[src/rtl/mem_port_arbiter.sv]
// rtl/mem_port_arbiter.sv - fetch/LSU arbiter for a shared single-port memory
module mem_port_arbiter #(
    parameter int MEM_LAT    = 1,
    parameter int STARVE_MAX = 4
) (
    input  logic        clk,
    input  logic        rst,
    input  logic        if_req,
    input  logic [31:0] if_addr,
    output logic        if_gnt,
    output logic        if_rvalid,
    output logic [31:0] if_rdata,
    input  logic        d_req,
    input  logic [31:0] d_addr,
    input  logic [3:0]  d_we,
    input  logic [31:0] d_wdata,
    output logic        d_gnt,
    output logic        d_rvalid,
    output logic [31:0] d_rdata,
    output logic        mem_req,
    output logic [31:0] mem_addr,
    output logic [3:0]  mem_we,
    output logic [31:0] mem_wdata,
    input  logic [31:0] mem_rdata,
    output logic        cpu_wait
);

    typedef enum logic {IDLE, BUSY} state_t;

    localparam logic [2:0] LAT_END    = 3'(MEM_LAT);
    localparam logic [2:0] STARVE_LIM = 3'(STARVE_MAX);

    state_t      state_q, state_d;
    logic        owner_q, owner_d;
    logic [2:0]  lat_q, lat_d;
    logic [2:0]  starve_q, starve_d;
    logic [31:0] addr_q, addr_d;
    logic [3:0]  we_q, we_d;
    logic [31:0] wdata_q, wdata_d;
    logic        force_fetch;

    // owner_q: 1 = LSU transaction, 0 = fetch transaction
    always_comb begin
        state_d     = state_q;
        owner_d     = owner_q;
        lat_d       = lat_q;
        starve_d    = starve_q;
        addr_d      = addr_q;
        we_d        = we_q;
        wdata_d     = wdata_q;
        if_gnt      = 1'b0;
        d_gnt       = 1'b0;
        if_rvalid   = 1'b0;
        d_rvalid    = 1'b0;
        mem_req     = 1'b0;
        force_fetch = if_req && (starve_q == STARVE_LIM);

        case (state_q)
            IDLE: begin
                if (d_req && !force_fetch) begin
                    d_gnt   = 1'b1;
                    owner_d = 1'b1;
                    addr_d  = d_addr;
                    we_d    = d_we;
                    wdata_d = d_wdata;
                    lat_d   = 3'd0;
                    state_d = BUSY;
                    if (!if_req) begin
                        starve_d = 3'd0;
                    end else if (starve_q != STARVE_LIM) begin
                        starve_d = starve_q + 3'd1;
                    end
                end else if (if_req) begin
                    if_gnt   = 1'b1;
                    owner_d  = 1'b0;
                    addr_d   = if_addr;
                    we_d     = 4'd0;
                    wdata_d  = 32'd0;
                    lat_d    = 3'd0;
                    starve_d = 3'd0;
                    state_d  = BUSY;
                end else begin
                    starve_d = 3'd0;
                end
            end
            BUSY: begin
                mem_req = (lat_q == 3'd0);
                lat_d   = lat_q + 3'd1;
                if (lat_q == LAT_END) begin
                    if_rvalid = ~owner_q;
                    d_rvalid  = owner_q;
                    lat_d     = 3'd0;
                    state_d   = IDLE;
                end
            end
            default: state_d = IDLE;
        endcase

        // Reset silences every strobe immediately, dropping any in-flight response
        if (rst) begin
            if_gnt    = 1'b0;
            d_gnt     = 1'b0;
            if_rvalid = 1'b0;
            d_rvalid  = 1'b0;
            mem_req   = 1'b0;
        end
    end

    always_ff @(posedge clk) begin
        if (rst) begin
            state_q  <= IDLE;
            owner_q  <= 1'b0;
            lat_q    <= 3'd0;
            starve_q <= 3'd0;
            addr_q   <= 32'd0;
            we_q     <= 4'd0;
            wdata_q  <= 32'd0;
        end else begin
            state_q  <= state_d;
            owner_q  <= owner_d;
            lat_q    <= lat_d;
            starve_q <= starve_d;
            addr_q   <= addr_d;
            we_q     <= we_d;
            wdata_q  <= wdata_d;
        end
    end

    assign mem_addr  = addr_q;
    assign mem_wdata = wdata_q;
    assign mem_we    = mem_req ? we_q : 4'd0;
    assign if_rdata  = mem_rdata;
    assign d_rdata   = mem_rdata;
    assign cpu_wait  = ~rst & ((if_req & ~if_rvalid) | (d_req & ~d_rvalid));

endmodule
[config.mk]
export PLATFORM = sky130hd
export DESIGN_NAME = mem_port_arbiter
export DESIGN_NICKNAME = d
export VERILOG_FILES = /design/src/rtl/mem_port_arbiter.sv
export SDC_FILE = /design/constraint.sdc
export NUM_CORES = 1
export LEC_CHECK = 0
export ABC_CLOCK_PERIOD_IN_PS = 4800
export BUFFER_PORTS_ARGS = -buffer_cell sky130_fd_sc_hd__clkbuf_2
export CAP_MARGIN = 25
export CORE_MARGIN = 5
export CORE_UTILIZATION = 30
export CTS_CLUSTER_DIAMETER = 40
export CTS_CLUSTER_SIZE = 28
export DETAILED_ROUTE_END_ITERATION = 10
export PLACE_DENSITY = 0.69
export RECOVER_POWER = 25
export SLEW_MARGIN = 40
export SYNTH_ARGS = -nofsm -noshare
export SYNTH_HDL_FRONTEND = slang
export SYNTH_SLANG_ARGS = --single-unit
[constraint.sdc]
create_clock -name clk -period 4.8 [get_ports clk]
set_clock_uncertainty 0.2 [all_clocks]
set_input_delay 0.48 -clock clk [delete_from_list [all_inputs] [get_ports clk]]
set_output_delay 0.48 -clock clk [all_outputs]
set_load 0.01 [all_outputs]
======== Yosys cells after proc, flatten, opt, wreduce, memory -nomap -nowiden ========
Cells that the tools add are included.
cells by class
  add/subtract/negate cells ............... 2
  equality and inequality tests ........... 5
  muxes and demuxes ....................... 34
  bitwise gates (word level) .............. 9
  reductions and logical operators ........ 7
operators with widths
  kind                                                 number
  two-way mux 32 bit                                   4
  two-way mux 1 bit                                    19
  two-way mux 3 bit                                    6
  two-way mux 4 bit                                    3
  adder 3 x 1 -> 3 bit, second input constant          2
  != test 3 bit, second input constant                 2
  one-hot mux 3 bit (2 select lines)                   1
  inverter 1 bit                                       5
  AND reduction 2 bit                                  2
  AND 1 bit                                            3
  equality test 3 x 1 -> 1 bit, second input constant  1
  equality test 3 bit, second input constant           1
  logical NOT 3 bit                                    1
  != test 3 x 2 -> 1 bit, second input constant        1
  logical AND 1 bit                                    2
  one-hot mux 1 bit (2 select lines)                   1
  nonzero test 2 bit                                   1
  logical NOT 1 bit                                    1
  bitwise OR 1 bit                                     1
storage, ports and cells
  flip-flop bits (word level) ............. 76
  input port bits ......................... 136
  output and inout port bits .............. 138
  word-level logic and storage cells ...... 64

======== Logic depth before layout (Yosys ltp) ========
Gate-level depths: netlist of the first run.
  word-level depth ........................ 8
  gate-level depth with buffers ........... 6
  mapped depth without buffers ............ 5

======== Worst setup path after synthesis of the first run ========
OpenSTA, ideal clock, no wires.
  path kind ............................... input port to output port
  from .................................... in rst
  to ...................................... out mem_we[0]
  arrival time ............................ 1.478 ns
  required time ........................... 4.120 ns
  path slack .............................. 2.642 ns
  stages on the path ...................... 4
  path buffers ............................ 1
  path through ............................ buf_2 -> or3_4 -> nor3b_4 -> and2_1
on the way
  cells in the longest elaborated chain, start to end .. 2
RTL lines
  element            line  source
  from (decl)        7     input logic rst,
  two-way mux 1 bit  100   if (rst) begin
  named net mem_req  20    output logic mem_req,
  two-way mux 4 bit  131   assign mem_we = mem_req ? we_q : 4'd0;
  to (decl)          22    output logic [3:0] mem_we,
The timed path passes the listed nets, and every way through them passes these cells.

======== Final worst setup path of the first run ========
  from .................................... in d_req
  to ...................................... out d_gnt
on the way
  cells in the longest elaborated chain, start to end .. 4
RTL lines
  element            line  source
  from (decl)        13    input logic d_req,
  logical AND 1 bit  60    if (d_req && !force_fetch) begin
  two-way mux 1 bit  60
  two-way mux 1 bit  58    case (state_q)
  two-way mux 1 bit  100
  to (decl)          17    output logic d_gnt,
Every way passes these cells.

==> impl_metrics.py, run 1 <==
metrics = {
    "global_route": {
        "first_global_vias": 3370,
        "grt_pass1_wl_mm": 16.7,
        "grt_use_total_pct": 14.0,
        "global_route.overflow_total": 0,
        "grt_antenna_before_repair": 0,
        "largest_net_degree_at_the_start_of_global_routing": 61,
    },
    "yosys": {
        "postSynthCellCount": 451,
        "ys.flop_type": "dfxtp_1",
        "synth-seq-cells": 76,
        "post_synth_num_cell_types": 38,
        "largest_family_of_logic_cells_by_synthesized_area": "compound AO/OA/AOI/OAI gates",
        "synth_compound_gate_area_share_pct": 20.4,
        "number_of_synthesized_flops_with_an_enable_pin": 0,
        "xor_xnor_share_of_the_synthesized_area_pct": 0,
        "synth_area_mm2": 0.00383,
        "yosysWarnings": 0,
        "synth_top_area_share_pct": 39.7,
        "post_syn_nets": 589,
        "synth_area_leader_cell": "dfxtp_1",
        "synth.yosys.seq_area_share_pct": 39.7,
        "synth_area_per_cell_um2": 8.50,
        "synth_area_leaders": "dfxtp_1 40%, buf_4 14%, a311oi_1 7.3%, nand4_1 4.6%, o21ai_0 4.4%",
        "postSynth.asyncResetShare_pct": 0,
        "muxShareOfSynthArea_pct": 0,
        "post_synth_and_or_nand_nor_area_fraction_pct": 19.3,
        "post_synth_fa_ha_maj_area_fraction_pct": 0.653,
    },
    "floorplanning": {
        "dieWidth_um": 123,
        "initial_utilization_pct": 30.5,
        "fp-row-count": 41,
        "die_h_um": 123,
        "number_of_top_level_design_ports": 274,
        "core_area_mm2": 0.0126,
        "area_enclosed_by_the_die_boundary_mm2": 0.0151,
    },
    "clocking": {
        "register_clock_pin_slew_on_the_reported_worst_setup_and_hold_paths_ns": 0.06,
        "clock_tree.htree_level_count": 3,
        "clockBufferDepth": 2,
        "post_cts_resized": 0,
        "cts_root_buffer": "clkbuf_16",
        "tritoncts": "done",
        "clkLatencyLatePin_ns": 0.33,
        "numCtsBuffers": 9,
        "post_cts.repair.setup_buffers": 0,
        "numClockSinks": 76,
        "cts.hold.buffers_added": 0,
    },
    "finish": {
        "filler_cell_count": 1295,
        "net_count_final": 673,
        "final_layout_size_suffix_gt1_share_pct": 38.3,
        "final_common_cell": "clkbuf_2",
        "n_antenna_cell": 0,
        "final_cell_area_mm2": 0.00452,
        "syn2layout_area_growth_pct": 17.8,
        "most-common-layout-cells": "177 x clkbuf_2, 76 x dfxtp_1, 35 x nor2_1",
    },
    "outcome": {
        "outcome": "complete, no violations",
    },
    "placement": {
        "hpwl_detailed_mm": 7.75,
        "placed_area_mm2": 0.00424,
        "gp_routability_congestion": 0.714,
        "placement.io_buffers": 177,
    },
    "power": {
        "power.leakage_nw": 1.96,
        "vdd.ir_drop.worst_v": 0.000112,
        "powerDensity_mw_per_mm2": 355,
    },
    "timing": {
        "slew_headroom_pct": 52.6,
        "timing.fmax_mhz": 325,
        "finalCriticalPeriod_ns": 3.08,
        "timing_hold_violations_final": 0,
        "slew_viol_final": 0,
        "period_share_pct": 64.1,
        "timing_worst_slew_pin_value_ns": 0.711,
        "totalNegativeSetupSlack_ns": 0,
        "finalSetupViolations": 0,
        "grt_setup_unrepaired": "false",
    },
    "setup_path": {
        "end_kind": "primary output",
        "crit_path_frequent_cell": "clkbuf_2",
        "worst-path-stages": 4,
        "max_stage_delay_ns": 0.68,
        "critical_path.cell_chain": "clkbuf_2 > inv_2 > nor4_4 > clkbuf_2",
        "worstPathBufferInverterCount": 3,
        "crit_path_start_kind": "input pin",
        "crit_required_ns": 4.12,
        "critPathTopFamily": "buffers and inverters",
        "worst-endpoint-arrival_ns": 2.40,
        "timing_worst_setup_path_type": "input pin to primary output",
        "critical_path_peak_fanout": 34,
        "depth_of_the_worst_register_to_register_path": 4,
        "regToRegSetupSlack_ns": 2.66,
        "crit_path_top_delay_cell": "nor4_4",
    },
    "detailed_routing": {
        "drc_errors": 0,
        "dr_wl_met3_mm": 1.19,
        "drt_wl_total_mm": 11.1,
        "m1WireLength_mm": 4.45,
        "drtPass1Iterations": 5,
        "detailroute.wirelength.met2_mm": 5.25,
        "route.detailed.vias_per_inst": 5.00,
        "dr_total_vias": 3563,
        "wire_length_per_cell_um": 15.5,
        "final_antenna_net_count": 0,
        "maxUsedRoutingLayer": "met4",
        "detail_route.iter0.violations": 150,
    },
    "hold_path": {
        "whs_path_depth": 2,
        "holdCritPathClass": "input pin to flop",
    },
    "run": {
        "cap_violations": 0,
    },
}
==> kinds of logic after synthesis <==
family	count (synthesis)
AOI/OAI and AO/OA	118
adders and majority gates	2
DFF	76
buffers and inverters	112
and+or+nand+nor	143
==> sequential cells by signal, indices dropped and copies added, names as in the netlist <==
signal / count
state_q: 1
mem_addr: 32
starve_q: 3
mem_wdata: 32
owner_q: 1
lat_q: 3
we_q: 4
==> power breakdown <==
part	leakage [nW]	internal, mW	switching [mW]
Clock	0.127	0.362	0.270
Combinational	1.21	0.113	0.149
Sequential	0.625	0.679	0.0305
Total	1.96	1.15	0.449
==> cell type report <==
type	instances	area, µm²	share of cell area [%]
Sequential cell	76	1520	33.7
Tap cell	172	215	4.77
Clock inverter	6	40.0	0.887
Timing Repair Buffer	181	928	20.6
Clock buffer	10	239	5.29
Inverter	4	15.0	0.333
Multi-Input combinational cell	263	1560	34.5
==> metrics by stage <==
step                      worst slack [ns]  power, mW  hold slack (ns)  utilization [%]  std cells
final                                 1.72       1.60            0.165             35.9        712
after global routing                  1.54       1.69            0.147             35.9        712
after CTS                             1.71       1.64            0.143             35.9        712
after detailed placement              1.71      0.988            0.250             33.7        696
after global placement                1.75      0.976            0.243             33.5        695
after floorplan                       2.64      0.938            0.232                -        451
==> path summary, 6_finish.rpt <==
path                   endpoint           from
hold / removal     mem_wdata[1]     d_wdata[1]
setup / recovery          d_gnt          d_req
hold reg to reg   mem_wdata[25]  mem_wdata[25]
setup reg to reg   mem_wdata[8]        state_q
==> routing by layer <==
metal | track usage (%) | vias up
met2 | 23.8 | 181
met3 | 5.49 | 23
met1 | 15.9 | 1625
met4 | 5.05 | 0
met5 | 0 | -
li1 | - | 1734
==> Yosys cell counts, types with 2 or more instances <==
cell type,number
buf_4,70
nand4_1,28
nor2_1,35
a22o_1,10
ha_1,2
nand2_1,30
buf_2,15
nor2b_1,2
inv_1,3
and2_1,4
a21oi_1,32
nand3_1,33
o21ai_0,34
a311oi_1,32
clkbuf_1,14
dfxtp_1,76
buf_6,8
a211oi_1,2
a31oi_1,2
Power figures use the tool's default switching activity.
==> run 2: changes to the inputs <==
--- a/config.mk
+++ b/config.mk
@@ -5,7 +5,8 @@
 export SDC_FILE = /design/constraint.sdc
 export NUM_CORES = 1
 export LEC_CHECK = 0
-export ABC_CLOCK_PERIOD_IN_PS = 4800
+export ABC_AREA = 1
+export ABC_CLOCK_PERIOD_IN_PS = 2700
 export BUFFER_PORTS_ARGS = -buffer_cell sky130_fd_sc_hd__clkbuf_2
 export CAP_MARGIN = 25
 export CORE_MARGIN = 5
@@ -13,7 +14,7 @@
 export CTS_CLUSTER_DIAMETER = 40
 export CTS_CLUSTER_SIZE = 28
 export DETAILED_ROUTE_END_ITERATION = 10
-export PLACE_DENSITY = 0.69
+export PLACE_DENSITY = 0.7
 export RECOVER_POWER = 25
 export SLEW_MARGIN = 40
 export SYNTH_ARGS = -nofsm -noshare
==> constraint.sdc (replaced) <==
create_clock -name clk -period 2.7 [get_ports clk]
set_clock_uncertainty 0.2 [all_clocks]
set_input_delay 0.27 -clock clk [delete_from_list [all_inputs] [get_ports clk]]
set_output_delay 0.27 -clock clk [all_outputs]
set_load 0.01 [all_outputs]
==> run 2 against run 1 <==
Register-to-register slack got worse by 1.7 ns. Die area rose by 4.4%. Sequential share of layout area fell by 4.3 points. Final area rose by 15%. Combinational power rose by 140%. Largest cell class unchanged.
==> impl_metrics.py, run 2 <==
metrics = {
    "outcome": {
        "outcome": "complete, no violations",
    },
    "setup_path": {
        "worstPathBufferInverterCount": 2,
        "critPathTopFamily": "simple AND/OR/NAND/NOR gates",
        "end_kind": "primary output",
        "crit_path_top_delay_cell": "dfxtp_1",
        "crit_path_frequent_cell": "nor2_1",
        "crit_path_start_kind": "flop",
        "r2r-end": "mem_addr[21]",
        "regToRegStartpoint": "starve_q[0]",
        "regToRegSetupSlack_ns": 0.94,
        "depth_of_the_worst_register_to_register_path": 9,
        "critical_path.cell_chain": "inv_1 > nor2_1 > nand3_1 > nor2_1 > clkbuf_2",
        "crit_required_ns": 2.23,
        "worst-endpoint-arrival_ns": 1.90,
        "critical_path_peak_fanout": 8,
        "timing_worst_setup_path_type": "flop to primary output",
        "max_stage_delay_ns": 0.53,
    },
    "finish": {
        "final_common_cell": "clkbuf_2",
        "net_count_final": 853,
        "multi_input_comb_area_mm2": 0.00160,
        "n_antenna_cell": 0,
        "syn2layout_area_growth_pct": 28.9,
        "most-common-layout-cells": "177 x clkbuf_2, 105 x nand3_1, 98 x nand2_1",
        "regArea_mm2": 0.00152,
        "final_layout_size_suffix_gt1_share_pct": 28.3,
        "filler_cell_count": 1372,
        "final_cell_area_mm2": 0.00518,
        "end_of_flow_core_utilization_pct": 39.3,
        "stdcell_count": 896,
    },
    "timing": {
        "grt_setup_unrepaired": "false",
        "period_share_pct": 87.8,
        "finalCriticalPeriod_ns": 2.37,
        "timing_hold_violations_final": 0,
        "timing.fmax_mhz": 422,
        "slew_headroom_pct": 70.7,
        "finalSetupViolations": 0,
        "totalNegativeSetupSlack_ns": 0,
        "slew_viol_final": 0,
        "timing_worst_slew_pin_value_ns": 0.439,
    },
    "yosys": {
        "ys.flop_type": "dfxtp_1",
        "post_syn_nets": 721,
        "synth.cells.most_frequent": "105 x nand3_1, 98 x nand2_1, 76 x dfxtp_1, 76 x nor2_1, 73 x buf_4",
        "synth_top_area_share_pct": 37.9,
        "yosysWarnings": 0,
        "synth_area_leaders": "dfxtp_1 38%, buf_4 14%, nand3_1 13%, nand2_1 9.2%, nor2_1 7.1%",
        "synth-seq-cells": 76,
        "synth_area_leader_cell": "dfxtp_1",
        "post_synth_num_cell_types": 22,
        "synth_area_per_cell_um2": 6.89,
        "postSynth.asyncResetShare_pct": 0,
        "postSynthCellCount": 583,
        "synth.yosys.seq_area_share_pct": 37.9,
        "yosysMostFrequentCell": "nand3_1",
        "number_of_synthesized_flops_with_an_enable_pin": 0,
        "synth_area_mm2": 0.00402,
    },
    "detailed_routing": {
        "final_antenna_net_count": 0,
        "route.detailed.vias_per_inst": 4.45,
        "drt_wl_total_mm": 11.4,
        "drc_errors": 0,
        "dr_total_vias": 3983,
        "detail_route.iter0.violations": 150,
        "drtPass1Iterations": 4,
        "wire_length_per_cell_um": 12.8,
    },
    "placement": {
        "placed_area_mm2": 0.00452,
        "hpwl_detailed_mm": 7.72,
        "placement.io_buffers": 177,
        "gp_routability_congestion": 0.799,
        "placedCellCount": 841,
    },
    "power": {
        "vdd.ir_drop.worst_v": 0.000309,
        "power.leakage_nw": 2.80,
        "powerDensity_mw_per_mm2": 577,
    },
    "global_route": {
        "grt_pass1_wl_mm": 18.6,
        "grt_antenna_before_repair": 0,
        "first_global_vias": 3868,
        "grt_use_total_pct": 14.4,
        "global_route.overflow_total": 0,
        "largest_net_degree_at_the_start_of_global_routing": 54,
    },
    "hold_path": {
        "whs_path_depth": 5,
        "holdCritPathClass": "input pin to flop",
        "hold-path-endpoint": "mem_addr[26]",
        "worstHoldStart": "if_addr[26]",
    },
    "clocking": {
        "numClockSinks": 76,
        "clock_tree.htree_level_count": 3,
        "register_clock_pin_slew_on_the_reported_worst_setup_and_hold_paths_ns": 0.06,
        "numCtsBuffers": 9,
        "cts_root_buffer": "clkbuf_16",
        "clockBufferDepth": 2,
        "clkLatencyLatePin_ns": 0.34,
        "tritoncts": "done",
    },
    "floorplanning": {
        "fp-row-count": 42,
        "area_enclosed_by_the_die_boundary_mm2": 0.0158,
        "dieWidth_um": 126,
        "number_of_top_level_design_ports": 274,
        "initial_utilization_pct": 30.4,
        "core_area_mm2": 0.0132,
        "die_h_um": 126,
    },
    "run": {
        "cap_violations": 0,
    },
}
[run 2: cell types whose count changed in the layout (fill, tap and decap cells not counted), moves of 10 or more]
| cell | change |
|---|---|
| nor2_1 | +41 |
| a22o_1 | -10 |
| a311oi_1 | -32 |
| dlygate4sd3_1 | +39 |
| nand3_1 | +72 |
| nand2_1 | +68 |
| nand4_1 | -26 |
| inv_1 | +49 |
[run 2: cell families (layout without fill, tap and decap cells)]
| logic type | Yosys count | count (layout) | synth area share [%] |
|---|---|---|---|
| buf+inv | 156 | 293 | 22.3 |
| compound gates | 61 | 61 | 7.79 |
| xor+xnor | 1 | 1 | 0.218 |
| flops | 76 | 76 | 37.9 |
| fa+ha+maj | 2 | 2 | 0.623 |
| simple gates | 287 | 287 | 31.1 |
[run 2: area by class of cell]
class                   count  area share, %
clock buffers              12           4.57
multi-input cells         351           30.8
repair buffers            225           26.7
flip-flops and latches     76           29.4
well taps                 176           4.25
clock inverters             4          0.507
inverters                  52           3.77
[run 2: timing repair]
action,CTS,global route
buffers inserted,0,0
hold endpoints to repair,39,0
hold buffers,39,0
gates resized for setup,0,0
[run 2: layer usage]
metal,vias up,global-route usage [%],wire (µm)
met3,37,6.01,1130
li1,2045,-,-
met4,0,6.89,393
met2,185,24.0,5290
met1,1716,15.9,4620
met5,-,0,0
[run 2: worst min-delay path, stage by stage]
cell and delay (ns):
clkbuf_2 0.08, nand2_1 0.04, nand3_1 0.05, nand2_1 0.04
inv_1 0.04
[run 2: how the worst max path moves through the flow]
stage	startpoint	cells after the start	slack [ns]	to
after floorplan	starve_q[0]	6	1.13	if_gnt
after global placement	state_q	5	0.77	mem_we[0]
after detailed placement	rst	5	0.71	mem_we[0]
after CTS	state_q	5	0.32	mem_we[2]
after global routing	state_q	5	0.15	mem_we[0]
final	state_q	5	0.33	mem_we[1]
[run 2: power breakdown]
part / leakage [nW] / internal, mW / switching [mW]
clock network: 0.127 / 0.621 / 0.458
logic: 2.04 / 0.279 / 0.345
registers: 0.629 / 1.23 / 0.0572
total: 2.80 / 2.13 / 0.860
[run 2: through the flow]
step	worst slack, ns	hold WS [ns]	power, mW
detailed placement	0.707	0.267	1.89
global route	0.146	0.0263	3.18
global placement	0.770	0.260	1.88
floorplan	1.13	0.173	1.75
CTS	0.318	0.000458	3.05
finish	0.329	0.0135	2.99
==> run 3: changes to the inputs <==
--- a/config.mk
+++ b/config.mk
@@ -9,12 +9,14 @@
 export ABC_CLOCK_PERIOD_IN_PS = 2700
 export BUFFER_PORTS_ARGS = -buffer_cell sky130_fd_sc_hd__clkbuf_2
 export CAP_MARGIN = 25
+export CELL_PAD_IN_SITES_DETAIL_PLACEMENT = 1
+export CELL_PAD_IN_SITES_GLOBAL_PLACEMENT = 2
 export CORE_MARGIN = 5
-export CORE_UTILIZATION = 30
+export CORE_UTILIZATION = 18
 export CTS_CLUSTER_DIAMETER = 40
 export CTS_CLUSTER_SIZE = 28
 export DETAILED_ROUTE_END_ITERATION = 10
-export PLACE_DENSITY = 0.7
+export PLACE_DENSITY = 0.83
 export RECOVER_POWER = 25
 export SLEW_MARGIN = 40
 export SYNTH_ARGS = -nofsm -noshare
==> run 3 against run 2 <==
Sequential share of layout area decreased by 1.4 points. Critical endpoint unchanged. Clock-buffer cell count increased by 1. Power increased by 9.0%.
==> impl_metrics.py, run 3 (synthesis gave the netlist of run 2 again) <==
metrics = {
    "outcome": {
        "outcome": "complete, no violations",
    },
    "detailed_routing": {
        "drc_errors": 0,
        "drt_wl_total_mm": 14.0,
        "route.detailed.vias_per_inst": 4.09,
        "final_antenna_net_count": 0,
        "detail_route.iter0.violations": 141,
        "dr_total_vias": 4114,
        "drtPass1Iterations": 4,
        "wire_length_per_cell_um": 13.9,
    },
    "clocking": {
        "clock_tree.htree_level_count": 3,
        "register_clock_pin_slew_on_the_reported_worst_setup_and_hold_paths_ns": 0.06,
        "numCtsBuffers": 9,
        "cts_root_buffer": "clkbuf_16",
        "tritoncts": "done",
        "post_cts.repair.setup_buffers": 0,
        "clockBufferDepth": 2,
        "clkLatencyLatePin_ns": 0.34,
        "numClockSinks": 76,
    },
    "setup_path": {
        "end_kind": "primary output",
        "crit_path_frequent_cell": "nor2_1",
        "max_stage_delay_ns": 0.56,
        "crit_path_top_delay_cell": "dfxtp_1",
        "critical_path_peak_fanout": 8,
        "crit_required_ns": 2.23,
        "worst-path-stages": 5,
        "critical_path.cell_chain": "inv_1 > nor2_1 > nand3_1 > nor2_1 > clkbuf_2",
        "worstPathBufferInverterCount": 2,
        "crit_path_start_kind": "flop",
        "worst-endpoint-arrival_ns": 1.92,
        "timing_worst_setup_path_type": "flop to primary output",
        "depth_of_the_worst_register_to_register_path": 9,
        "critPathTopFamily": "simple AND/OR/NAND/NOR gates",
    },
    "timing": {
        "totalNegativeSetupSlack_ns": 0,
        "period_share_pct": 88.6,
        "finalSetupViolations": 0,
        "finalCriticalPeriod_ns": 2.39,
        "final_worst_hold_slack_ns": 0.0181,
        "timing_hold_violations_final": 0,
        "timing_worst_slew_pin_value_ns": 0.553,
        "final.setup.worst_slack_ns": 0.308,
        "slew_headroom_pct": 63.2,
        "timing.fmax_mhz": 418,
        "grt_setup_unrepaired": "false",
        "slew_viol_final": 0,
    },
    "global_route": {
        "first_global_vias": 4312,
        "grt_pass1_wl_mm": 22.7,
        "largest_net_degree_at_the_start_of_global_routing": 52,
        "grt_antenna_before_repair": 1,
        "global_route.overflow_total": 0,
        "grt_use_total_pct": 11.0,
    },
    "finish": {
        "final_layout_size_suffix_gt1_share_pct": 28.5,
        "final_common_cell": "clkbuf_2",
        "filler_cell_count": 2753,
        "stdcell_count": 1007,
        "syn2layout_area_growth_pct": 35.4,
        "net_count_final": 860,
        "n_antenna_cell": 0,
        "most-common-layout-cells": "177 x clkbuf_2, 105 x nand3_1, 98 x nand2_1",
    },
    "power": {
        "power.leakage_nw": 2.86,
        "powerDensity_mw_per_mm2": 599,
        "vdd.ir_drop.worst_v": 0.000179,
        "total_power_mw": 3.26,
    },
    "placement": {
        "placement_setup_slack_ns": 0.615,
        "hpwl_detailed_mm": 9.70,
        "gp_routability_congestion": 0.686,
        "placedCellCount": 945,
        "placement.io_buffers": 177,
    },
    "floorplanning": {
        "number_of_top_level_design_ports": 274,
        "die_h_um": 159,
        "area_enclosed_by_the_die_boundary_mm2": 0.0254,
        "fp-row-count": 54,
        "core_area_mm2": 0.0219,
        "initial_utilization_pct": 18.3,
        "dieWidth_um": 159,
    },
    "run": {
        "cap_violations": 0,
    },
    "hold_path": {
        "whs_path_depth": 5,
        "holdCritPathClass": "input pin to flop",
    },
}
-- run 3: metrics by stage --
stage                     util (%)  cell area [µm²]
after floorplan                  -             4020
after global placement        21.3             4650
after detailed placement      21.3             4650
after CTS                     24.8             5440
after global routing          24.8             5440
final                         24.8             5440
-- run 3: area by class of cell --
type / instances / area, µm² / area share, %
repair buffers: 232 / 1450 / 26.7
clock inverters: 3 / 42.5 / 0.782
flip-flops and latches: 76 / 1520 / 28.0
clock buffers: 13 / 280 / 5.15
multi-input cells: 351 / 1600 / 29.4
inverters: 52 / 195 / 3.59
well taps: 280 / 350 / 6.44
-- run 3: routing by layer --
metal | wire length [µm] | share of wire (%) | up-vias | GRT usage [%]
met5 | 7 | 0.050 | - | 0
met4 | 375 | 2.7 | 2 | 4.96
met3 | 996 | 7.1 | 33 | 4.06
met2 | 6520 | 46 | 141 | 18.0
met1 | 6130 | 44 | 1876 | 12.9
li1 | - | - | 2062 | -
-- run 3: what timing repair did --
item	CTS	global route
endpoints found under the hold margin	46	0
hold buffers	46	0
resized for setup	0	0
-- run 3: final timing paths --
path                              startpoint      endpoint  slack, ns
worst max register to register   starve_q[0]  mem_addr[10]       0.63
worst min-delay path              if_addr[6]   mem_addr[6]       0.02
worst max-delay path                 state_q     mem_we[1]       0.31
worst min register to register  mem_wdata[8]  mem_wdata[8]       0.27
-- run 3: power breakdown --
| part | leakage, nW | internal (mW) | switching, mW | total, mW |
|---|---|---|---|---|
| clock | 0.158 | 0.816 | 0.500 | 1.32 |
| sequential | 0.629 | 1.23 | 0.0582 | 1.29 |
| combinational | 2.07 | 0.287 | 0.367 | 0.654 |
-- run 3: worst register-to-register path: stages, from the launching register on --
cell and delay, ns:
dfxtp_1 0.33, inv_1 0.07, ha_1 0.21, nand3_2 0.09, buf_4 0.23, buf_4 0.50
nand3_1 0.17, nand3_1 0.13, nand2_1 0.06, inv_1 0.05
